==> src/rtl/neopixel_rx.sv <==
// WS2812 single-wire receiver: measures high/low pulse widths on a
// synchronized line and rebuilds 24-bit GRB words, one per LED slot.
module neopixel_rx #(
  parameter int HIGH_THRESH  = 30,
  parameter int MIN_HIGH     = 8,
  parameter int MAX_HIGH     = 55,
  parameter int LATCH_CYCLES = 2500,
  parameter int NUM_PIXELS   = 32,
  localparam int IW = $clog2(NUM_PIXELS)
) (
  input  logic          clock,
  input  logic          reset,
  input  logic          neo_in,
  output logic [23:0]   pixel_data,
  output logic          pixel_valid,
  output logic [IW-1:0] pixel_index,
  output logic          frame_done,
  output logic          bit_error,
  output logic          busy
);

  typedef enum logic [1:0] {
    WAIT_IDLE,
    IDLE,
    HIGH,
    LOW
  } state_t;

  localparam logic [11:0]   HI_T  = 12'(HIGH_THRESH);
  localparam logic [11:0]   MIN_H = 12'(MIN_HIGH);
  localparam logic [11:0]   MAX_H = 12'(MAX_HIGH);
  localparam logic [11:0]   LATCH = 12'(LATCH_CYCLES);
  localparam logic [IW-1:0] LAST  = IW'(NUM_PIXELS - 1);

  state_t        state_q, state_d;
  logic          s1_q, s_q;
  logic [11:0]   cnt_q, cnt_d, cnt_inc;
  logic [4:0]    bitcnt_q, bitcnt_d;
  logic [23:0]   shreg_q, shreg_d, word;
  logic [IW-1:0] slot_q, slot_d;
  logic          full_q, full_d;
  logic [23:0]   data_q, data_d;
  logic [IW-1:0] idx_q, idx_d;
  logic          valid_q, valid_d;
  logic          done_q, done_d;
  logic          err_q, err_d;
  logic          bit_v;

  always_comb begin
    state_d  = state_q;
    cnt_d    = cnt_q;
    bitcnt_d = bitcnt_q;
    shreg_d  = shreg_q;
    slot_d   = slot_q;
    full_d   = full_q;
    data_d   = data_q;
    idx_d    = idx_q;
    valid_d  = 1'b0;
    done_d   = 1'b0;
    err_d    = 1'b0;
    bit_v    = (cnt_q >= HI_T);
    word     = {shreg_q[22:0], bit_v};
    cnt_inc  = (cnt_q == 12'hfff) ? cnt_q : cnt_q + 12'd1;
    unique case (state_q)
      WAIT_IDLE: begin
        if (s_q) begin
          cnt_d = 12'd0;
        end else if (cnt_q == LATCH) begin
          state_d = IDLE;
        end else begin
          cnt_d = cnt_inc;
        end
      end
      IDLE: begin
        if (s_q) begin
          cnt_d   = 12'd1;
          state_d = HIGH;
        end
      end
      HIGH: begin
        if ((s_q && cnt_q >= MAX_H) || (!s_q && cnt_q < MIN_H)) begin
          err_d    = 1'b1;
          state_d  = WAIT_IDLE;
          cnt_d    = 12'd0;
          bitcnt_d = 5'd0;
          slot_d   = '0;
          full_d   = 1'b0;
        end else if (s_q) begin
          cnt_d = cnt_inc;
        end else begin
          shreg_d = word;
          cnt_d   = 12'd1;
          state_d = LOW;
          if (bitcnt_q == 5'd23) begin
            bitcnt_d = 5'd0;
            if (!full_q) begin
              data_d  = word;
              idx_d   = slot_q;
              valid_d = 1'b1;
              if (slot_q == LAST) full_d = 1'b1;
              else slot_d = slot_q + 1'b1;
            end
          end else begin
            bitcnt_d = bitcnt_q + 5'd1;
          end
        end
      end
      LOW: begin
        // Latch wins over a late rising edge once the low time is met.
        if (cnt_q == LATCH) begin
          done_d   = 1'b1;
          err_d    = (bitcnt_q != 5'd0);
          bitcnt_d = 5'd0;
          slot_d   = '0;
          full_d   = 1'b0;
          state_d  = IDLE;
        end else if (s_q) begin
          cnt_d   = 12'd1;
          state_d = HIGH;
        end else begin
          cnt_d = cnt_inc;
        end
      end
      default: state_d = WAIT_IDLE;
    endcase
  end

  always_ff @(posedge clock) begin
    if (reset) begin
      state_q  <= WAIT_IDLE;
      s1_q     <= 1'b0;
      s_q      <= 1'b0;
      cnt_q    <= 12'd0;
      bitcnt_q <= 5'd0;
      shreg_q  <= 24'd0;
      slot_q   <= '0;
      full_q   <= 1'b0;
      data_q   <= 24'd0;
      idx_q    <= '0;
      valid_q  <= 1'b0;
      done_q   <= 1'b0;
      err_q    <= 1'b0;
    end else begin
      state_q  <= state_d;
      s1_q     <= neo_in;
      s_q      <= s1_q;
      cnt_q    <= cnt_d;
      bitcnt_q <= bitcnt_d;
      shreg_q  <= shreg_d;
      slot_q   <= slot_d;
      full_q   <= full_d;
      data_q   <= data_d;
      idx_q    <= idx_d;
      valid_q  <= valid_d;
      done_q   <= done_d;
      err_q    <= err_d;
    end
  end

  assign pixel_data  = data_q;
  assign pixel_valid = valid_q;
  assign pixel_index = idx_q;
  assign frame_done  = done_q;
  assign bit_error   = err_q;
  assign busy        = (state_q != IDLE);

endmodule
==> config.mk <==
export PLATFORM = sky130hd
export DESIGN_NAME = neopixel_rx
export DESIGN_NICKNAME = d
export VERILOG_FILES = /design/src/rtl/neopixel_rx.sv
export SDC_FILE = /design/constraint.sdc
export NUM_CORES = 1
export LEC_CHECK = 0
export ABC_CLOCK_PERIOD_IN_PS = 3400
export CAP_MARGIN = 20
export CORE_MARGIN = 8
export CORE_UTILIZATION = 40
export CTS_BUF_LIST = sky130_fd_sc_hd__clkbuf_8
export DETAILED_ROUTE_END_ITERATION = 10
export PLACE_DENSITY_LB_ADDON = 0.2
export SETUP_SLACK_MARGIN = 0.2
export SLEW_MARGIN = 10
export SYNTH_ARGS = -nofsm -noshare
export SYNTH_HDL_FRONTEND = slang
export SYNTH_SLANG_ARGS = --single-unit
==> constraint.sdc <==
create_clock -name clock -period 3.4 [get_ports clock]
set_input_delay 0.34 -clock clock [delete_from_list [all_inputs] [get_ports clock]]
set_output_delay 0.34 -clock clock [all_outputs]
set_load 0.02 [all_outputs]
==> impl_metrics.json <==
{
  "critPathMaxStageDelay_ps": 670,
  "cts_inserted_buffers": 9,
  "ys_ff_latch": 82,
  "wirelength_microns": 8370,
  "design_area_sq_mm": 0.00432,
  "grt_pass1_vias": 3044,
  "wire_per_inst_microns": 14.3,
  "async_reset_ff_frac": 0,
  "total_power_w": 0.00176,
  "critPathRequiredTime_ps": 3670,
  "grt_setup_unrepaired": "no",
  "setup_viol": 0,
  "setup_tns_ps": 0,
  "end_kind": "flip-flop",
  "drtAntennaViolNets": 0,
  "critPathKind": "reg2reg",
  "maxSlewViolCount": 0,
  "core_area_sq_mm": 0.00911,
  "stdcell_count": 586,
  "power_per_cell_area_mw_per_mm2": 408,
  "port_buffers": 35,
  "antenna_cells": 0,
  "clkTransAtPathRegs_ps": 90,
  "synth_area_per_cell_sq_um": 8.31,
  "synthTopCellsByArea": "dfxtp_1, nand2_1, a21oi_1",
  "post_cts_resized": 0,
  "yosysSeqAreaShare": 0.445,
  "ff2ff_path_depth": 6,
  "grt_max_degree": 57,
  "final_nets": 480,
  "start_kind": "flip-flop",
  "crit_cells": 6,
  "ys_warn_count": 0,
  "ios": 36,
  "cp_cell_sequence": "nor2b_1 -> o311ai_4 -> nor3_2 -> buf_12 -> nor2_1 -> a211oi_1",
  "initial_utilization": 0.405,
  "finalCritPeriodShare": 0.730,
  "post_cts.repair.setup_buffers": 0,
  "hold_class": "in2reg",
  "area_delta_synth_final_pct": 17.2,
  "dp_cells": 570,
  "worst_ep_arrival_time_ps": 2750,
  "vdd_drop_max_mv": 0.195,
  "synth_top_area_frac": 0.445,
  "crit_buf_inv": 1,
  "fillers": 920,
  "grt_overflow": 0,
  "slowest_stage": "dfxtp_1",
  "root_buffer": "clkbuf_8",
  "netlist-cell-type-count": 61,
  "grt_pass1_wl_microns": 14400,
  "clk_latency_ps": 360,
  "holdPathStages": 2,
  "max_freq_mhz": 403,
  "cts.path.max_buffers": 2,
  "routabilityCongestion": 0.890,
  "htree_levels": 3,
  "yosysTopAreaCell": "dfxtp_1",
  "multiInputGateArea_sq_mm": 0.00190,
  "die_h_microns": 112,
  "syn-num-nets": 454,
  "regToRegStartpoint": "state_q[1]",
  "synth_top_flop_cell": "dfxtp_1",
  "relSlewSlack": 0.555,
  "track_usage": 0.137,
  "synth_edf_count": 0,
  "period_minus_slack_ps": 2480,
  "crit_family": "simple AND/OR/NAND/NOR gates",
  "vias_per_cell": 5.46,
  "fin_skew_ps": 14.3,
  "finalHoldViolations": 0,
  "vias": 3197,
  "hpwl_microns": 5710,
  "antenna_found_initial": 0,
  "p_leak_nw": 1.37,
  "tightestPinTransition_ps": 667,
  "fp.dieArea_sq_mm": 0.0126,
  "cts-hold-fix-buffers": 0,
  "drtIter0Drc": 185,
  "drc": 0,
  "synth_area_sq_mm": 0.00369,
  "cts_tree": "yes",
  "r2r_end": "pixel_data[0]",
  "layout-drive-gt1-share": 0.0947,
  "r2r_slack_ps": 920,
  "synth_cells": 444,
  "fp.dieW_microns": 112,
  "holdCritStartpoint": "reset",
  "utilization": 0.475,
  "row_count": 35,
  "placed_area_sq_mm": 0.00411,
  "holdPathEnd": "state_q[1]",
  "status": "completed",
  "worstPathMaxFanout": 22,
  "maxCapViolations": 0,
  "drt-pass1-iter-count": 4,
  "cts_sinks": 82,
  "seq_area_sq_mm": 0.00164
}
power breakdown:
group / leakage (nW) / internal (W) / switching (W)
registers: 0.661 / 0.000963 / 0.00000616
clock network: 0.103 / 0.000367 / 0.000380
logic: 0.609 / 0.0000149 / 0.0000315
total: 1.37 / 0.00135 / 0.000418
cell families after synthesis:
logic type	Yosys count	share of synthesized area
buf+inv	34	0.0417
simple gates	204	0.264
flops	82	0.445
compound gates	111	0.211
mux	1	0.00271
xor+xnor	5	0.0119
fa+ha+maj	7	0.0237
state kept, by name, summed over array words and instances, names as in the netlist:
| signal | count |
|---|---|
| cnt_q | 12 |
| pixel_data | 24 |
| slot_q | 5 |
| bit_error | 1 |
| s_q | 1 |
| pixel_index | 5 |
| shreg_q | 23 |
| full_q | 1 |
| s1_q | 1 |
| pixel_valid | 1 |
| state_q | 2 |
| bitcnt_q | 5 |
| frame_done | 1 |
synthesized netlist by cell type (2+ instances only):
cell       instances
nand2_1          115
dfxtp_1           82
a21oi_1           63
nor2_1            22
clkbuf_1          17
nand3_1           12
nor3_1            12
inv_1              8
a211oi_1           7
ha_1               7
nor4_1             7
buf_2              6
o21ai_0            6
nand4b_1           4
nor2b_1            4
o211ai_1           4
xnor2_1            4
a221oi_1           3
a31oi_1            3
nand2b_1           3
nand3b_1           3
a211o_1            2
a21o_1             2
a41oi_1            2
and2_1             2
buf_6              2
nor4_2             2
o2111ai_1          2
o31ai_1            2
o31ai_4            2
or2_2              2
or3_1              2
or3b_2             2
cell usage in the layout, fill, tap and decap left out, types with 2 or more instances in the layout:
cell type,instances
or3b_2,2
o31ai_4,2
o31ai_1,2
nor3_1,11
or2_2,2
o2111ai_1,2
dfxtp_1,82
o21ai_0,6
a211oi_1,7
inv_6,2
nand2_1,115
nand2b_1,3
a211o_1,2
a21oi_1,63
buf_4,5
xnor2_1,4
nor2b_1,4
clkbuf_8,10
nand3b_1,3
nand4b_1,4
clkinv_4,2
nand3_1,12
and2_1,2
clkdlybuf4s50_1,34
o211ai_1,4
a31oi_1,3
nor2_1,22
nor4_2,2
inv_1,8
or3_1,2
nor4_1,7
ha_1,7
a41oi_1,2
a21o_1,2
a221oi_1,3
how the worst max path moves through the flow:
stage	start	to	slack (ps)
after floorplan	cnt_q[1]	cnt_q[0]	1380
final	state_q[1]	pixel_data[0]	920
after detailed placement	state_q[1]	pixel_data[0]	970
after CTS	state_q[1]	pixel_data[0]	940
after global routing	state_q[1]	pixel_data[0]	730
after global placement	state_q[1]	pixel_data[0]	1060
worst reg2reg max path, delay by kind of cell (launching register included):
family,cells,cell delay (ps)
compound gates,2,380
flops,1,670
simple gates,3,1120
buf+inv,1,240
stage by stage:
step | hold WS [ps] | setup slack [ps]
floorplan | 414 | 1380
global placement | 421 | 1060
detailed placement | 422 | 965
CTS | 360 | 935
global route | 382 | 728
finish | 373 | 920
final cells by class:
cell class | instances | share of cell area
Tap cell | 111 | 0.0321
Clock buffer | 10 | 0.0318
Inverter | 8 | 0.00694
Sequential cell | 82 | 0.380
Clock inverter | 6 | 0.0168
Timing Repair Buffer | 41 | 0.0932
Multi-Input combinational cell | 328 | 0.440
metal layers:
| metal | share of wire | global-route usage | vias to the layer above |
|---|---|---|---|
| li1 | - | - | 1609 |
| met1 | 0.47 | 0.172 | 1511 |
| met2 | 0.47 | 0.221 | 63 |
| met3 | 0.044 | 0.0327 | 14 |
| met4 | 0.018 | 0.0549 | 0 |
| met5 | 0 | 0 | - |
No activity file was read; power rests on OpenSTA's default activity.
